## src/rtl/gray_counter.sv

```systemverilog
// Registered binary/Gray up-down counter. Binary and Gray outputs come from the
// same flop stage, so they always describe the same count.
module gray_counter #(
   parameter int WIDTH = 4
) (
   input  logic             clk,
   input  logic             rst,
   input  logic             en,
   input  logic             up,
   input  logic             load,
   input  logic [WIDTH-1:0] load_bin,
   output logic [WIDTH-1:0] bin,
   output logic [WIDTH-1:0] gray,
   output logic             tc
);

   logic [WIDTH-1:0] bin_q,  bin_d;
   logic [WIDTH-1:0] gray_q, gray_d;
   logic             tc_q,   tc_d;
   logic [WIDTH-1:0] nxt;

   // NOTE: combinational blocks use blocking '=' with every output defaulted
   // first, so no path leaves a signal unassigned and no latch is inferred.
   always_comb begin
      bin_d  = bin_q;
      gray_d = gray_q;
      tc_d   = 1'b0;
      nxt    = up ? (bin_q + 1'b1) : (bin_q - 1'b1);

      if (load) begin
         bin_d  = load_bin;
         gray_d = load_bin ^ (load_bin >> 1);
      end else if (en) begin
         bin_d  = nxt;
         // Gray is encoded from the next binary value, never from the bin flops.
         gray_d = nxt ^ (nxt >> 1);
         tc_d   = up ? (bin_q == '1) : (bin_q == '0);
      end
   end

   // NOTE: sequential state uses non-blocking '<=' so every flop samples the
   // pre-edge values regardless of statement order.
   always_ff @(posedge clk) begin
      if (rst) begin
         bin_q  <= '0;
         gray_q <= '0;
         tc_q   <= 1'b0;
      end else begin
         bin_q  <= bin_d;
         gray_q <= gray_d;
         tc_q   <= tc_d;
      end
   end

   assign bin  = bin_q;
   assign gray = gray_q;
   assign tc   = tc_q;

endmodule

```

## config.mk

```make
export PLATFORM = sky130hd
export DESIGN_NAME = gray_counter
export DESIGN_NICKNAME = d
export VERILOG_FILES = /design/src/rtl/gray_counter.sv
export SDC_FILE = /design/constraint.sdc
export NUM_CORES = 1
export LEC_CHECK = 0
export ABC_AREA = 0
export BUFFER_PORTS_ARGS = -buffer_cell sky130_fd_sc_hd__clkbuf_2
export CORE_AREA = 2 2 39 41
export CTS_BUF_LIST = sky130_fd_sc_hd__clkbuf_8
export DETAILED_ROUTE_END_ITERATION = 8
export DIE_AREA = 0 0 41 43
export GPL_ROUTABILITY_DRIVEN = 0
export GPL_TIMING_DRIVEN = 0
export PLACE_DENSITY = 0.73
export SETUP_SLACK_MARGIN = 0.2
export SYNTH_ARGS = -nofsm -noshare
export SYNTH_HDL_FRONTEND = slang
export SYNTH_SLANG_ARGS = --single-unit
```

## constraint.sdc

```tcl
create_clock -name clk -period 6.3 [get_ports clk]
set_clock_uncertainty 0.1 [all_clocks]
set_input_delay 1.89 -clock clk [delete_from_list [all_inputs] [get_ports clk]]
set_output_delay 1.89 -clock clk [all_outputs]
set_load 0.01 [all_outputs]
```

==> results of run 1 <==
[worst max path at each step]
stage	endpoint	slack, ns	from	depth (start not counted)
finish	bin[3]	2.74	up	7
global route	bin[3]	2.63	up	7
CTS	bin[3]	2.74	up	7
detailed placement	bin[3]	2.49	up	7
global placement	bin[3]	2.56	up	7
floorplan	bin[3]	2.80	up	6
[tightest hold or removal path, stage by stage (launching register included)]
cell	delay (ns)
dfxtp_1	0.31
a21oi_1	0.12
a211oi_1	0.07
[power by group]
part | internal [uW] | leakage [uW] | switching [uW]
sequential | 55.4 | 0.0000664 | 4.51
combinational | 26.9 | 0.000257 | 28.5
clock | 41.6 | 0.0000216 | 22.8
[stage by stage]
stage | hold WS (ns) | area (um^2)
2_1_floorplan | 0.4600 | 623.1
3_3_place_gp | 0.4427 | 718.2
3_5_place_dp | 0.4436 | 718.2
4_1_cts | 0.4526 | 759.5
5_1_grt | 0.4828 | 759.5
6_report | 0.4528 | 759.5
[state kept, by name (all words and copies together) (netlist names)]
register,count
tc,1
gray,3
bin,4
[cells by family (layout without fill, tap and decap cells)]
group	count (synthesis)	count (layout)	share of synthesized area, %
mux	1	1	1.606
fa+ha+maj	3	3	7.228
simple gates	26	26	23.10
xor+xnor	8	8	13.45
compound gates	17	17	21.69
buf+inv	9	27	7.228
flops	8	8	25.70
[placed cells by master (no fill, tap or decap), types with 2 or more instances in the layout]
master    count
nand2_1       5
xnor2_1       3
nor3_1        2
clkbuf_1      2
ha_1          2
nor2b_1       2
a211oi_1      3
nor2_1        7
a21oi_1       7
clkbuf_8      3
clkbuf_2     15
dfxtp_1       8
xor2_1        4
inv_1         4
[cell type report]
cell class | count | area, um^2
plain buffers | 5 | 30.03
flip-flops and latches | 8 | 160.2
clock buffers | 3 | 41.29
fillers | 139 | 624.3
repair buffers | 15 | 75.07
multi-input cells | 55 | 417.9
well taps | 16 | 20.02
inverters | 4 | 15.01
[per-layer routing]
metal | part of all wire (%) | vias to the layer above | global-route usage (%)
met1 | 47 | 257 | 25.57
met3 | 4.2 | 2 | 4.712
met4 | 1.6 | 0 | 8.000
met5 | 0 | - | 0
li1 | - | 295 | -
met2 | 47 | 12 | 25.31
==> results.txt, run 1 <==
CTS tree = built
pin count of the biggest net entering global routing = 11
hold-fix buffers at CTS = 0
unrepaired setup endpoints after global routing = no
IO buf count = 15
final setup fails = 0
most common cell in the synthesized netlist = dfxtp_1
fin cells = 106
Tot Pwr = 179.7 uW
worst-margin pin slew = 0.4371 ns
share of cells above drive strength 1 = 26.67%
largest cells by area after synthesis = dfxtp_1, a21oi_1, xor2_1, a2111oi_4, nor2_1
final slew viol count = 0
die area = 0.001763 mm^2
Die X = 41 um
1st-iter DRT viols = 6
FF-to-FF Start = bin[0]
final hold vios = 0
Lkg Pwr = 0.0003454 uW
Setup CP Type = primary input to register
Layout Area Growth over Synthesis = 21.89%
Worst Slack Setup Final = 2.740 ns
ys flop type = dfxtp_1
number of CTS-inserted buffers = 3
status = completed
cell count after synthesis = 72
r2r setup slk = 4.36 ns
Post-Synthesis Net Count = 84
# IOs = 18
Buf+Inv Stages, Crit Path = 2
Post-synth ARST share = 0%
fin crit period = 3.560 ns
worst r2r dst = gray[2]
f_max = 0.2809 GHz
CP Cell Sequence = clkbuf_2 > inv_1 > ha_1 > a21oi_2 > a211oi_1 > or4_1 > and3_1
Synth Register Bits = 8
Netlist Area Pre-Place = 623.1 um^2
detailed placement HPWL = 996.4 um
post-synth top area share = 25.70%
max_cap viols = 0
Worst setup SP type = primary input
Hold Crit Endpoint = gray[0]
hold_sp = gray[0]
final wirelength = 1.298 mm
Final TNS setup = 0 ns
number of global-route vias before repair = 487
critical path's largest stage delay = 0.46 ns
Worst path slowest cell = or4_1
post-route ant nets = 0
die outline height = 43 um
DRC = 0
Post-synth top cells = dfxtp_1, a21oi_1, nor2_1
CTS HTree Levels = 1
Arr. time, crit path = 3.58 ns
cell taking the most area after synthesis = dfxtp_1
vias per cell = 5.340
number of synthesized flops with an enable pin = 0
Worst Path Max Fanout = 8
via count = 566
Yosys warnings = 0
maximum vdd drop = 157.5 uV
total congestion overflow = 0
CTS Sinks = 8
CTS clk-pin slew, worst paths = 0.05 ns
Worst Reg-to-Reg Cells = 5
Tcrit/Tclk final = 56.51%
first-pass GRT wire length = 2.166 mm
Hold/Removal Path Class = register to register
postcts setup bufs = 0
max_slew headroom = 70.86%
final core occ = 54.88%
Worst Setup End Kind = register
PD cells = 236.6 mW/mm^2
worst hold stages = 2
PostCTS Resize Cnt = 0
Initial Util = 45.03%
placed cell count = 103
drt pass-1 iters = 4
CTS Buffer Depth = 2
post-place setup slack = 2.494 ns
clock root cell = clkbuf_8
Site Rows = 14
Avg Cell Area, Syn = 8.654 um^2
initial antenna violation count = 0
# diodes = 0
Critical Path RT = 6.32 ns
CORE AREA = 0.001384 mm^2
routed len/inst = 12.25 um
Layout Nets = 104
register area share after synthesis = 25.70%
unique cell type count in the Yosys netlist = 35
clk_lat worst skew = 0.23 ns
Total GRT Usage = 18.21%
CP delay by family, top = simple AND/OR/NAND/NOR gates
Power figures use the tool's default switching activity.
==> run 2: changes to the inputs <==
--- a/config.mk
+++ b/config.mk
@@ -5,7 +5,7 @@
 export SDC_FILE = /design/constraint.sdc
 export NUM_CORES = 1
 export LEC_CHECK = 0
-export ABC_AREA = 0
+export ABC_AREA = 1
 export BUFFER_PORTS_ARGS = -buffer_cell sky130_fd_sc_hd__clkbuf_2
 export CORE_AREA = 2 2 39 41
 export CTS_BUF_LIST = sky130_fd_sc_hd__clkbuf_8
@@ -13,7 +13,7 @@
 export DIE_AREA = 0 0 41 43
 export GPL_ROUTABILITY_DRIVEN = 0
 export GPL_TIMING_DRIVEN = 0
-export PLACE_DENSITY = 0.73
+export PLACE_DENSITY = 0.7
 export SETUP_SLACK_MARGIN = 0.2
 export SYNTH_ARGS = -nofsm -noshare
 export SYNTH_HDL_FRONTEND = slang
==> constraint.sdc (replaced) <==
create_clock -name clk -period 3 [get_ports clk]
set_clock_uncertainty 0.1 [all_clocks]
set_input_delay 0.9 -clock clk [delete_from_list [all_inputs] [get_ports clk]]
set_output_delay 0.9 -clock clk [all_outputs]
set_load 0.01 [all_outputs]
==> run 2 against run 1 <==
- cell count up 19%
- flip-flop and latch count unchanged
- combinational power up 79%
- design area down 7.9%
- hold slack worse by 0.0022 ns
- synthesized area down 11%
- utilization down 4.3 points
- critical path type unchanged
- critical endpoint is now gray[2]
- largest cell class unchanged
==> results.txt, run 2 <==
die outline height = 43 um (unchanged)
GR Layer Usage met2 = 27.50% (was 25.31%)
clock root cell = clkbuf_8 (unchanged)
NetSw = 111.4 uW (was 55.79 uW)
max_cap viols = 0 (unchanged)
hold_ws = 0.4506 ns (was 0.4528 ns)
share of cells above drive strength 1 = 23.64% (was 26.67%)
final setup fails = 0 (unchanged)
final wirelength = 1.302 mm (was 1.298 mm)
Die X = 41 um (unchanged)
worst r2r dst = gray[2] (unchanged)
fin crit period = 2.300 ns
IO buf count = 17 (was 15)
clock share of power = 36.4% (was 35.9%)
routed len/inst = 10.33 um (was 12.25 um)
Worst setup SP type = primary input (unchanged)
largest cells by area after synthesis = dfxtp_1, nand2_1, o21ai_0, nor2_1, inv_1 (was dfxtp_1, a21oi_1, xor2_1, a2111oi_4, nor2_1)
Avg Cell Area, Syn = 6.145 um^2 (was 8.654 um^2)
Netlist Area Pre-Place = 553.0 um^2 (was 623.1 um^2)
FF-to-FF Start = bin[0] (unchanged)
final slew viol count = 0 (unchanged)
final core occ = 50.54% (was 54.88%)
Post-synth top cells = nand2_1, nor2_1, inv_1, o21ai_0, dfxtp_1 (was dfxtp_1, a21oi_1, nor2_1)
unique cell type count in the Yosys netlist = 15 (was 35)
clk_lat worst skew = 0.23 ns (about the same)
CTS Buffer Depth = 2 (unchanged)
commonest non-fill, non-tap cell in the layout = nand2_1 (was clkbuf_2)
CTS HTree Levels = 1 (unchanged)
Site Rows = 14 (unchanged)
critical path launch point = up (unchanged)
Tot Pwr = 356.1 uW (was 179.7 uW)
Synth Register Bits = 8 (unchanged)
postcts setup bufs = 0 (unchanged)
unrepaired setup endpoints after global routing = no (unchanged)
drt pass-1 iters = 4 (unchanged)
hold-fix buffers at CTS = 0 (unchanged)
vias per cell = 5.008 (was 5.340)
number of CTS-inserted buffers = 3 (unchanged)
Logic pwr share = 27.9% (was 30.8%)
CTS clk-pin slew, worst paths = 0.04 ns (was 0.05 ns)
CTS tree = built (unchanged)
Layout Area Growth over Synthesis = 26.47% (was 21.89%)
final hold vios = 0 (unchanged)
Post-Synthesis Net Count = 102 (was 84)
PD cells = 509.1 mW/mm^2 (was 236.6 mW/mm^2)
total congestion overflow = 0 (unchanged)
fill cell count = 151 (was 139)
sequential cell area = 160.2 um^2 (unchanged)
Yosys warnings = 0 (unchanged)
Tcrit/Tclk final = 76.65%
f_max = 0.4349 GHz
max FFs per register = 4 (unchanged)
post-route ant nets = 0 (unchanged)
Initial Util = 39.96% (was 45.03%)
Worst Path Max Fanout = 4 (was 8)
ys flop type = dfxtp_1 (unchanged)
CORE AREA = 0.001384 mm^2 (unchanged)
Worst Setup End Kind = register (unchanged)
Layout Nets = 124 (was 104)
Hold/Removal Path Class = register to register (unchanged)
CTS Sinks = 8 (unchanged)
max_slew headroom = 73.08% (was 70.86%)
initial antenna violation count = 0 (unchanged)
most frequent cells in the layout = nand2_1, clkbuf_2, nor2_1, inv_1, o21ai_0 (was clkbuf_2, dfxtp_1, nor2_1, a21oi_1, nand2_1)
multi-input logic area = 336.6 um^2 (was 417.9 um^2)
Worst Reg-to-Reg Cells = 8 (was 5)
pin count of the biggest net entering global routing = 9 (was 11)
most common cell in the synthesized netlist = nand2_1 (was dfxtp_1)
cell taking the most area after synthesis = dfxtp_1 (unchanged)
Arr. time, crit path = 2.33 ns (was 3.58 ns)
number of synthesized flops with an enable pin = 0 (unchanged)
Critical Path RT = 3.03 ns (was 6.32 ns)
grt met3 use = 7.853% (was 4.712%)
PostCTS Resize Cnt = 0 (unchanged)
Lkg Pwr = 0.0003934 uW (was 0.0003454 uW)
cell count after synthesis = 90 (was 72)
1st-iter DRT viols = 11 (was 6)
Setup CP Type = primary input to register (unchanged)
most used routing layer in global routing = met2 (was met1)
Sw Ratio = 31.28% (was 31.04%)
DRC = 0 (unchanged)
Total GRT Usage = 18.50% (was 18.21%)
first-pass GRT wire length = 2.214 mm (was 2.166 mm)
register area share after synthesis = 28.96% (was 25.70%)
Final TNS setup = 0 ns (unchanged)
Int Power = 244.7 uW (was 123.9 uW)
met1 Track Usage GR = 24.34% (was 25.57%)
Flop pwr share = 35.7% (was 33.3%)
Post-synth ARST share = 0% (unchanged)
via count = 631 (was 566)
r2r setup slk = 1.22 ns (was 4.36 ns)
Placement Cell Area = 658.1 um^2 (was 718.2 um^2)
Finished Cell Area = 699.4 um^2 (was 759.5 um^2)
post-synth top area share = 28.96% (was 25.70%)
maximum vdd drop = 373.6 uV (was 157.5 uV)
die area = 0.001763 mm^2 (unchanged)
# diodes = 0 (unchanged)
status = completed (unchanged)
detailed placement HPWL = 1.047 mm (was 996.4 um)
# IOs = 18 (unchanged)
worst-margin pin slew = 0.4023 ns (was 0.4371 ns)
CP endpoint = gray[2] (was bin[3])
number of global-route vias before repair = 537 (was 487)
==> run 2: cell types whose count changed after synthesis, sizes merged, moves of 3 or more <==
cell / change
xor2: -4
nand2: +14
xnor2: -3
a211oi: -3
nand3: +6
inv: +9
nor2: +7
o21ai: +11
==> run 2: worst min-delay path by stage <==
stage	slack (ns)	depth (start not counted)	to	from
finish	0.45	2	gray[0]	gray[0]
global placement	0.43	2	gray[0]	gray[0]
detailed placement	0.44	2	gray[1]	gray[1]
global route	0.47	2	gray[1]	gray[1]
CTS	0.46	2	gray[1]	gray[1]
floorplan	0.45	2	bin[2]	bin[2]
==> run 2: layout make-up <==
| type | count | area share (%) |
|---|---|---|
| clock buffers | 3 | 5.903 |
| repair buffers | 17 | 12.16 |
| multi-input cells | 68 | 48.12 |
| plain buffers | 1 | 1.073 |
| well taps | 16 | 2.862 |
| inverters | 13 | 6.977 |
| flip-flops and latches | 8 | 22.90 |
==> run 2: layer usage <==
metal / share of wire (%) / up-vias
met5: 0 / -
met4: 0 / 0
met3: 7.5 / 0
met2: 48 / 24
met1: 44 / 274
li1: - / 333
==> run 2: logic make-up after synthesis <==
kind of cell | synth area share (%)
and+or+nand+nor | 34.16
buffers and inverters | 10.18
AOI/OAI and AO/OA | 18.55
adders and majority gates | 8.144
DFF | 28.96
==> run 2: per-stage QoR <==
| stage | std cells | setup WS, ns |
|---|---|---|
| after floorplan | 90 | 0.7254 |
| after global placement | 123 | 0.4933 |
| after detailed placement | 123 | 0.4638 |
| after CTS | 126 | 0.6989 |
| after global routing | 126 | 0.5497 |
| final | 126 | 0.7004 |
==> run 2: critical path, stage by stage <==
cell	delay [ns]
clkbuf_2	0.10
inv_1	0.10
fa_1	0.45
or2_2	0.31
nand2_1	0.13
o21ai_0	0.09
nand2_1	0.07
nand3_1	0.08
nand2_1	0.07
inv_1	0.03
==> run 2: power by group through the flow <==
stage / Clock (uW) / Combinational [uW] / Sequential (uW)
final: 130 / 99.4 / 127
after global routing: 137 / 116 / 128
after CTS: 132 / 101 / 127
after detailed placement: 0 / 100 / 129
after global placement: 0 / 98.4 / 128
after floorplan: 0 / 63.5 / 131
==> run 3: changes to the inputs <==
--- a/config.mk
+++ b/config.mk
@@ -13,7 +13,7 @@
 export DIE_AREA = 0 0 41 43
 export GPL_ROUTABILITY_DRIVEN = 0
 export GPL_TIMING_DRIVEN = 0
-export PLACE_DENSITY = 0.7
+export PLACE_DENSITY = 0.67
 export SETUP_SLACK_MARGIN = 0.2
 export SYNTH_ARGS = -nofsm -noshare
 export SYNTH_HDL_FRONTEND = slang
==> constraint.sdc (replaced) <==
create_clock -name clk -period 2.34 [get_ports clk]
set_clock_uncertainty 0.1 [all_clocks]
set_input_delay 0.702 -clock clk [delete_from_list [all_inputs] [get_ports clk]]
set_output_delay 0.702 -clock clk [all_outputs]
set_load 0.01 [all_outputs]
==> run 3 against run 2 <==
- power up 31%
- worst setup slack got worse by 0.36 ns
- via count rose by 1.7%
- critical path type unchanged
- largest power group unchanged
==> results.txt, run 3 (synthesized netlist as in run 2, its figures left out) <==
Lkg Pwr = 0.0003909 uW (was 0.0003934 uW)
drt pass-1 iters = 4 (unchanged)
total congestion overflow = 0 (unchanged)
Hold/Removal Path Class = register to register (unchanged)
via count = 642 (was 631)
max_slew headroom = 73.87% (was 73.08%)
# diodes = 0 (unchanged)
final setup fails = 0 (unchanged)
critical path's largest stage delay = 0.39 ns (was 0.45 ns)
max_cap viols = 0 (unchanged)
f_max = 0.5010 GHz
initial antenna violation count = 0 (unchanged)
Critical Path RT = 2.37 ns (was 3.03 ns)
clock root cell = clkbuf_8 (unchanged)
fill cell count = 145 (was 151)
detailed placement HPWL = 1.069 mm (was 1.047 mm)
Site Rows = 14 (unchanged)
Worst Setup End Kind = register (unchanged)
most frequent cells in the layout = nand2_1, clkbuf_2, nor2_1, o21ai_0, inv_1 (was nand2_1, clkbuf_2, nor2_1, inv_1, o21ai_0)
Total GRT Usage = 19.90% (was 18.50%)
fin cells = 126 (unchanged)
worst-margin pin slew = 0.3905 ns (was 0.4023 ns)
die outline height = 43 um (unchanged)
final slew viol count = 0 (unchanged)
sequential cell area = 160.2 um^2 (unchanged)
DRC = 0 (unchanged)
Worst setup SP type = primary input (unchanged)
Layout Nets = 124 (unchanged)
maximum vdd drop = 354.4 uV (was 373.6 uV)
CORE AREA = 0.001384 mm^2 (unchanged)
placed cell count = 123 (unchanged)
CP Cell Sequence = clkbuf_2 > inv_2 > fa_2 > or2_2 > nand2_2 > o21ai_0 > nand2_1 > nand3_1 > nand2_1 > inv_1 (was clkbuf_2 > inv_1 > fa_1 > or2_2 > nand2_1 > o21ai_0 > nand2_1 > nand3_1 > nand2_1 > inv_1)
max FFs per register = 4 (unchanged)
Layout Area Growth over Synthesis = 27.38% (was 26.47%)
vias per cell = 5.095 (was 5.008)
Final TNS setup = 0 ns (unchanged)
final wirelength = 1.364 mm (was 1.302 mm)
Crit path top cell by count = nand2_1 (unchanged)
Finished Cell Area = 704.4 um^2 (was 699.4 um^2)
number of global-route vias before repair = 556 (was 537)
Arr. time, crit path = 2.03 ns (was 2.33 ns)
hold-fix buffers at CTS = 0 (unchanged)
Setup CP Type = primary input to register (unchanged)
Initial Util = 39.96% (unchanged)
Worst Path Max Fanout = 4 (unchanged)
pin count of the biggest net entering global routing = 9 (unchanged)
CTS HTree Levels = 1 (unchanged)
status = completed (unchanged)
Placement Cell Area = 658.1 um^2 (unchanged)
multi-input logic area = 341.6 um^2 (was 336.6 um^2)
fin crit period = 1.996 ns
final core occ = 50.90% (was 50.54%)
CTS tree = built (unchanged)
share of cells above drive strength 1 = 26.36% (was 23.64%)
die area = 0.001763 mm^2 (unchanged)
final hold vios = 0 (unchanged)
Die X = 41 um (unchanged)
CTS clk-pin slew, worst paths = 0.04 ns (about the same)
IO buf count = 17 (unchanged)
post-route ant nets = 0 (unchanged)
routed len/inst = 10.83 um (was 10.33 um)
number of CTS-inserted buffers = 3 (unchanged)
CTS Sinks = 8 (unchanged)
1st-iter DRT viols = 16 (was 11)
unrepaired setup endpoints after global routing = no (unchanged)
clk_lat worst skew = 0.24 ns (was 0.23 ns)
Tcrit/Tclk final = 85.29%
# IOs = 18 (unchanged)
first-pass GRT wire length = 2.290 mm (was 2.214 mm)
Worst path slowest cell = fa_2 (was fa_1)
PD cells = 663.1 mW/mm^2 (was 509.1 mW/mm^2)
commonest non-fill, non-tap cell in the layout = nand2_1 (unchanged)
CTS Buffer Depth = 2 (unchanged)
## run 3: final timing paths
check | start | to | slack (ns) | cells past startpoint
worst max register to register | bin[0] | gray[2] | 0.64 | 8
worst min-delay path | gray[0] | gray[0] | 0.44 | 2
worst min register to register | gray[0] | gray[0] | 0.44 | 2
worst max-delay path | up | gray[2] | 0.34 | 10
## run 3: critical path, delay by kind of cell
| family | cells | cell delay (ns) |
|---|---|---|
| buf+inv | 3 | 0.22 |
| fa+ha+maj | 1 | 0.39 |
| simple gates | 5 | 0.63 |
| compound gates | 1 | 0.07 |
## run 3: cell type report
type                       instances  share of cell area (%)
buffer                             1                   1.066
timing repair buffer              17                   12.08
multi-input combinational         68                   48.49
clock buffer                       3                   5.861
sequential                         8                   22.74
tap                               16                   2.842
inverter                          13                   6.927
## run 3: routing by layer
layer  vias up  GRT usage (%)  wire length (um)
met2        17          28.13               662
met4         0          10.00                29
met5         -              0                 0
met3         3          7.853                89
li1        335              -                 -
met1       287          25.16               583
## run 3: power by group
group	leakage, uW	internal (uW)	switching (uW)	total (uW)
registers	0.0000664	150	13.0	163
clock network	0.0000216	112	60.6	173
logic	0.000303	54.4	77.3	132
total	0.000391	316	151	467
## run 3: what timing repair did
action,in CTS,in global routing
buffers inserted,0,0
resized for setup,0,3
endpoints found under the setup margin,0,1
## run 3: per-stage QoR
step | hold slack, ns | total power (uW) | setup WS, ns
after global routing | 0.4915 | 503.2 | 0.2113
after floorplan | 0.4535 | 249.8 | 0.2634
final | 0.4397 | 467.1 | 0.3442
after detailed placement | 0.4334 | 294.1 | -0.03359
after global placement | 0.4323 | 290.3 | 0.03409
after CTS | 0.4446 | 467.9 | 0.2086
